### src/rtl/i2c_pkg.sv
// rtl/i2c_pkg.sv - shared state encoding and SDA mux codes for the I2C slave control FSM
package i2c_pkg;

  typedef enum logic [3:0] {
    ST_IDLE          = 4'd0,
    ST_ADDR_RX       = 4'd1,
    ST_ADDR_CHK      = 4'd2,
    ST_ADDR_ACK_WAIT = 4'd3,
    ST_ADDR_ACK      = 4'd4,
    ST_WR_RX         = 4'd5,
    ST_WR_STORE      = 4'd6,
    ST_WR_ACK_WAIT   = 4'd7,
    ST_WR_ACK        = 4'd8,
    ST_WR_NACK_WAIT  = 4'd9,
    ST_WR_NACK       = 4'd10,
    ST_RD_LOAD       = 4'd11,
    ST_RD_TX         = 4'd12,
    ST_RD_ACK_CHK    = 4'd13,
    ST_RD_ACKED      = 4'd14,
    ST_WAIT_STOP     = 4'd15
  } state_t;

  localparam logic [1:0] SDA_RELEASE = 2'b00;
  localparam logic [1:0] SDA_ACK     = 2'b01;
  localparam logic [1:0] SDA_NACK    = 2'b10;
  localparam logic [1:0] SDA_DATA    = 2'b11;

endpackage

### src/rtl/i2c_slave_ctrl.sv
// rtl/i2c_slave_ctrl.sv - I2C slave control FSM sequencing shift register, SDA mux and RX/TX FIFOs
module i2c_slave_ctrl
  import i2c_pkg::*;
(
  input  logic       clk,
  input  logic       rst,
  input  logic       start_found,
  input  logic       stop_found,
  input  logic       byte_received,
  input  logic       ack_prep,
  input  logic       check_ack,
  input  logic       ack_done,
  input  logic       address_match,
  input  logic       rw_mode,
  input  logic       sda_in,
  input  logic       rx_fifo_full,
  input  logic       tx_fifo_empty,
  output logic       rx_enable,
  output logic       tx_enable,
  output logic       load_data,
  output logic       read_enable,
  output logic       write_enable,
  output logic [1:0] sda_mode,
  output logic       tx_underrun,
  output logic       busy
);

  state_t state;
  state_t nxt;
  logic   rw_q;

  // Stop beats start, start beats every state-local transition.
  always_comb begin
    nxt = state;
    if (stop_found) begin
      nxt = ST_IDLE;
    end else if (start_found) begin
      nxt = ST_ADDR_RX;
    end else begin
      case (state)
        ST_IDLE:          nxt = ST_IDLE;
        ST_ADDR_RX:       if (byte_received) nxt = ST_ADDR_CHK;
        ST_ADDR_CHK:      nxt = address_match ? ST_ADDR_ACK_WAIT : ST_WAIT_STOP;
        ST_ADDR_ACK_WAIT: if (ack_prep) nxt = ST_ADDR_ACK;
        ST_ADDR_ACK:      if (ack_done) nxt = rw_q ? ST_RD_LOAD : ST_WR_RX;
        ST_WR_RX:         if (byte_received) nxt = rx_fifo_full ? ST_WR_NACK_WAIT : ST_WR_STORE;
        ST_WR_STORE:      nxt = ST_WR_ACK_WAIT;
        ST_WR_ACK_WAIT:   if (ack_prep) nxt = ST_WR_ACK;
        ST_WR_ACK:        if (ack_done) nxt = ST_WR_RX;
        ST_WR_NACK_WAIT:  if (ack_prep) nxt = ST_WR_NACK;
        ST_WR_NACK:       if (ack_done) nxt = ST_WAIT_STOP;
        ST_RD_LOAD:       nxt = ST_RD_TX;
        ST_RD_TX:         if (ack_prep) nxt = ST_RD_ACK_CHK;
        ST_RD_ACK_CHK:    if (check_ack) nxt = sda_in ? ST_WAIT_STOP : ST_RD_ACKED;
        ST_RD_ACKED:      if (ack_done) nxt = ST_RD_LOAD;
        ST_WAIT_STOP:     nxt = ST_WAIT_STOP;
        default:          nxt = ST_IDLE;
      endcase
    end
  end

  // Outputs are decoded from the next state so they line up with the state register.
  always_ff @(posedge clk) begin
    if (rst) begin
      state        <= ST_IDLE;
      rw_q         <= 1'b0;
      rx_enable    <= 1'b0;
      tx_enable    <= 1'b0;
      load_data    <= 1'b0;
      read_enable  <= 1'b0;
      write_enable <= 1'b0;
      tx_underrun  <= 1'b0;
      busy         <= 1'b0;
      sda_mode     <= SDA_RELEASE;
    end else begin
      state <= nxt;
      if (state == ST_ADDR_CHK) rw_q <= rw_mode;
      rx_enable    <= (nxt == ST_ADDR_RX) || (nxt == ST_WR_RX);
      tx_enable    <= (nxt == ST_RD_TX);
      load_data    <= (nxt == ST_RD_LOAD);
      read_enable  <= (nxt == ST_RD_LOAD) && !tx_fifo_empty;
      tx_underrun  <= (nxt == ST_RD_LOAD) && tx_fifo_empty;
      write_enable <= (nxt == ST_WR_STORE);
      busy         <= (nxt != ST_IDLE);
      case (nxt)
        ST_ADDR_ACK, ST_WR_ACK: sda_mode <= SDA_ACK;
        ST_WR_NACK:             sda_mode <= SDA_NACK;
        ST_RD_TX:               sda_mode <= SDA_DATA;
        default:                sda_mode <= SDA_RELEASE;
      endcase
    end
  end

endmodule

### config.mk
export PLATFORM = sky130hd
export DESIGN_NAME = i2c_slave_ctrl
export DESIGN_NICKNAME = d
export VERILOG_FILES = /design/src/rtl/i2c_pkg.sv /design/src/rtl/i2c_slave_ctrl.sv
export SDC_FILE = /design/constraint.sdc
export NUM_CORES = 1
export LEC_CHECK = 0
export CAP_MARGIN = 20
export CORE_ASPECT_RATIO = 0.7
export CORE_MARGIN = 2
export CORE_UTILIZATION = 45
export DETAILED_ROUTE_END_ITERATION = 8
export PLACE_DENSITY = 0.8
export REMOVE_ABC_BUFFERS = 1
export SLEW_MARGIN = 0
export SYNTH_ARGS = -nofsm -noshare
export SYNTH_HDL_FRONTEND = slang
export SYNTH_SLANG_ARGS = --single-unit
### constraint.sdc
create_clock -name clk -period 2.2 [get_ports clk]
set_input_delay 0.44 -clock clk [delete_from_list [all_inputs] [get_ports clk]]
set_output_delay 0.44 -clock clk [all_outputs]
set_load 0.02 [all_outputs]
# Word level (Yosys, flattened, before mapping)
# Index checks and enable logic that the tools add are counted.
# op_classes
eq_ne	23
mux	19
reduce_logical	7
# ops
op	n
4-bit 2-to-1 mux	16
4-bit one-hot mux with 16 select lines	1
4-bit equality test, second input constant	12
4-bit by 3-bit equality test with 1-bit output, second input constant	7
4-bit by 1-bit equality test with 1-bit output, second input constant	2
4-bit by 2-bit equality test with 1-bit output, second input constant	2
2-bit one-hot mux with 3 select lines	1
4-bit logical NOT	1
4-bit nonzero test	1
1-bit logical AND	2
2-bit OR reduction	1
1-bit logical NOT	1
1-bit logical OR	1
1-bit 2-to-1 mux	1
# word_totals
ff_bits	14
inputBits	13
word_cells	59

# Logic depth before layout (Yosys ltp)
# depth
ltp_word	8
ltp_mapped	8
depth_no_buf	6

# Worst setup path before layout
# OpenSTA, ideal clock, no wires.
# synth_path
kind	input to register
from	input port sda_in
to	register tx_enable
arrival_time_ps	1624
t_required_ps	2140
slack_ps	516
stages	6
path_cell_list	nand2b_1 > a311o_1 > a311oi_2 > a31o_4 > and2_1 > and3_1
# synth_between
elab_chain_cells	6
# synth_lines
element	line_no	text
from (decl)	i2c_slave_ctrl.sv:15	input logic sda_in,
1-bit 2-to-1 mux	i2c_slave_ctrl.sv:54	ST_RD_ACK_CHK: if (check_ack) nxt = sda_in ? ST_WAIT_STOP : ST_RD_ACKED;
4-bit 2-to-1 mux	i2c_slave_ctrl.sv:54	
4-bit one-hot mux with 16 select lines	i2c_slave_ctrl.sv:40	case (state)
4-bit 2-to-1 mux	i2c_slave_ctrl.sv:37	end else if (start_found) begin
4-bit 2-to-1 mux	i2c_slave_ctrl.sv:35	if (stop_found) begin
4-bit equality test	i2c_slave_ctrl.sv:79	tx_enable <= (nxt == ST_RD_TX);
to (signal assigned)	i2c_slave_ctrl.sv:79	
to (decl)	i2c_slave_ctrl.sv:19	output logic tx_enable,
# Every way passes these cells.
# A chain may end at the register's enable or synchronous reset.

# Final worst setup path
# layout_path
from	input port ack_done
to	register tx_underrun
# layout_between
elab_chain_cells	6
word_cells_on_any_way	9
cone_classes	eq/ne: 1; mux: 7; reduce/logical: 1
# layout_lines
element	line_no	text
from (decl)	i2c_slave_ctrl.sv:12	input logic ack_done,
4-bit 2-to-1 mux (on tied branches)	n/a	
4-bit one-hot mux with 16 select lines *	i2c_slave_ctrl.sv:40	
4-bit 2-to-1 mux *	i2c_slave_ctrl.sv:37	
4-bit 2-to-1 mux *	i2c_slave_ctrl.sv:35	
4-bit equality test *	i2c_slave_ctrl.sv:82	tx_underrun <= (nxt == ST_RD_LOAD) && tx_fifo_empty;
1-bit logical AND *	i2c_slave_ctrl.sv:82	
to (signal assigned)	i2c_slave_ctrl.sv:82	
to (decl)	i2c_slave_ctrl.sv:24	output logic tx_underrun,
# Mark *: on every way between the ends. The rest lies on a longest branch, timed or not.

==> flow_summary.yaml <==
sta:
  fmax_mhz: 491
  rsz0062_at_grt: "no"
  setup_viol: 0
  slew_viol_final: 0
  setup_tns_ns: 0
  final.setup_skew_ns: 0.00524
  hold_viol: 0
  worst_slack_ns: 0.162
  period_needed_ns: 2.04
  slew_headroom_pct: 66.4
  post-route-period-util_pct: 92.6
  tightest_slew_ns: 0.504
drt:
  drc: 0
  dr.pass1.iters: 4
  first_iter_violations: 19
  totalWireLength_mm: 2.18
  via_per_inst: 5.56
  ant_nets: 0
  routedWlPerCell_um: 15.6
  via_count: 779
worst_setup_path:
  cp_top_family: "simple AND/OR/NAND/NOR gates"
  path_class: "primary input to flop"
  crit_path_max_incr_delay_ns: 0.54
  crit_required_ns: 2.43
  path_max_fanout: 4
  timing.critical_path.buf_inv: 1
  cp_slowest_cell: "clkdlybuf4s50_1"
  endpoint_kind: "flop"
  cp-start-kind: "primary input"
  crit_chain: "clkdlybuf4s50_1 -> nor4bb_1 -> a311o_1 -> a311oi_2 -> a31o_4 -> nor4_4 -> and2_1"
  cp.arrival_ns: 2.27
power_and_ir_drop:
  vdd_drop_max_mv: 0.341
  p_leak_uw: 0.000430
  cellPowerDensity_nw_per_um2: 436
floorplan:
  die_h_um: 41.0
  die-area_um2: 2330
  fp.coreArea_um2: 1850
  row_count: 13
  start_util_pct: 47.4
  die_w_um: 56.8
  io_pins: 22
yosys:
  ys_top_cells_by_count: "14 x dfxtp_1, 7 x o21ai_0, 5 x and3_1, 5 x nand2_1"
  synth.area.top_cells: "dfxtp_1 32%, o21ai_0 4.0%, and3_1 3.6%"
  synth_seq_area_share_pct: 31.9
  yosysMostFrequentCell: "dfxtp_1"
  ys_seq_elements: 14
  syn_inst: 96
  netlist_area_um2: 878
  synth_top_area_cell: "dfxtp_1"
  yosysWarnings: 0
  synth-async-reset-ratio_pct: 0
  synth_top_area_share_pct: 31.9
  syn_area_per_cell_um2: 9.15
  yosysUniqueCellTypes: 41
  synth-edff-count: 0
  synthFlopType: "dfxtp_1"
cts:
  cts-resized-gates: 0
  clock_latency_ns: 0.28
  ctsHtreeMaxLevel: 1
  post_cts_buffers: 0
  cts_buffers: 3
  cts_root_buf: "clkbuf_4"
  cts_tree: "done"
  numClockSinks: 14
  clk_pin_slew_ns: 0.08
  clock_path_buffers: 2
  ctsHoldBuffers: 0
place:
  routabilityCongestion: 0.950
  dpl.hpwl_mm: 1.68
  port_buffers: 21
  dpl_worst_slack_ns: -0.0929
cells_and_area:
  diodes: 0
  nFillCells: 155
  finalNetCount: 132
  final_layout_size_suffix_gt1_share_pct: 14.4
  syn2layout_area_growth_pct: 30.6
flow_run:
  maxCapViolCount: 0
status:
  outcome: "finished clean"
grt:
  antenna_found_initial: 0
  overflow: 0
  grt_pass1_vias: 755
  grt_pass1_wl_mm: 3.42
  grt_max_degree: 18
  grt.total_usage_pct: 19.5
min_path:
  min_path_type: "flop to flop"
==> power by group <==
| part | internal [uW] | switching, uW | leakage [uW] |
|---|---|---|---|
| clock | 101 | 78.7 | 0.0000210 |
| combinational | 35.5 | 26.0 | 0.000296 |
| sequential | 256 | 3.76 | 0.000114 |
==> worst min-delay path: cells and delay by family (launching register included) <==
family / cells / cell delay (ns)
flops: 1 / 0.36
simple gates: 1 / 0.08
mux: 1 / 0.09
==> cell type report <==
type | count | area (um2) | share of cell area (%)
Timing Repair Buffer | 23 | 238 | 20.7
Inverter | 4 | 15.0 | 1.31
Clock buffer | 4 | 36.3 | 3.16
Sequential cell | 14 | 282 | 24.5
Multi-Input combinational cell | 73 | 549 | 47.9
Tap cell | 22 | 27.5 | 2.40
==> flip-flops by register name, summed over array words and instances (netlist names) <==
| signal | count |
|---|---|
| rx_enable | 1 |
| load_data | 1 |
| busy | 1 |
| write_enable | 1 |
| sda_mode | 2 |
| read_enable | 1 |
| rw_q | 1 |
| tx_enable | 1 |
| tx_underrun | 1 |
| state | 4 |
==> stage by stage <==
step           power (uW)  cell area (um2)  hold slack (ns)  std cells  util, %
2_1_floorplan         289              845            0.486         91        -
3_3_place_gp          324             1110            0.519        136     59.9
3_5_place_dp          326             1110            0.560        136     59.9
4_1_cts               501             1150            0.573        140     61.8
5_1_grt               520             1150            0.598        140     61.9
6_report              500             1150            0.562        140     61.9
==> per-layer routing <==
layer	vias to the layer above	GRT usage, %	wire (um)
met4	0	1.74	0
met2	15	36.3	1060
met3	0	4.73	79
li1	398	-	-
met1	366	24.8	1040
met5	-	0	0
==> logic make-up after synthesis <==
family          share of synthesized area, %
simple gates                            33.3
compound gates                          24.8
flops                                   31.9
buf+inv                                 5.55
mux                                     3.42
xor+xnor                               0.997
==> cells in the final DEF, fill, tap and decap left out, drive strengths merged, types with 3 or more instances in the layout <==
| master | n |
|---|---|
| o21ai | 8 |
| and2b | 3 |
| clkdlybuf4s50 | 21 |
| nand2b | 3 |
| mux2i | 3 |
| dfxtp | 14 |
| inv | 4 |
| nor3 | 3 |
| nand2 | 6 |
| nor2 | 5 |
| and2 | 4 |
| and3 | 5 |
| a211oi | 3 |
| a21oi | 3 |
| clkbuf | 4 |
| nor2b | 4 |
==> worst paths after layout <==
path / startpoint / endpoint / slack [ns] / cells past startpoint
worst max-delay path: ack_done / tx_underrun / 0.16 / 7
worst min-delay path: rw_q / rw_q / 0.56 / 2
worst max register to register: state[0] / sda_mode[0] / 0.20 / 6
worst min register to register: rw_q / rw_q / 0.56 / 2
(Power assumes the default switching activity.)
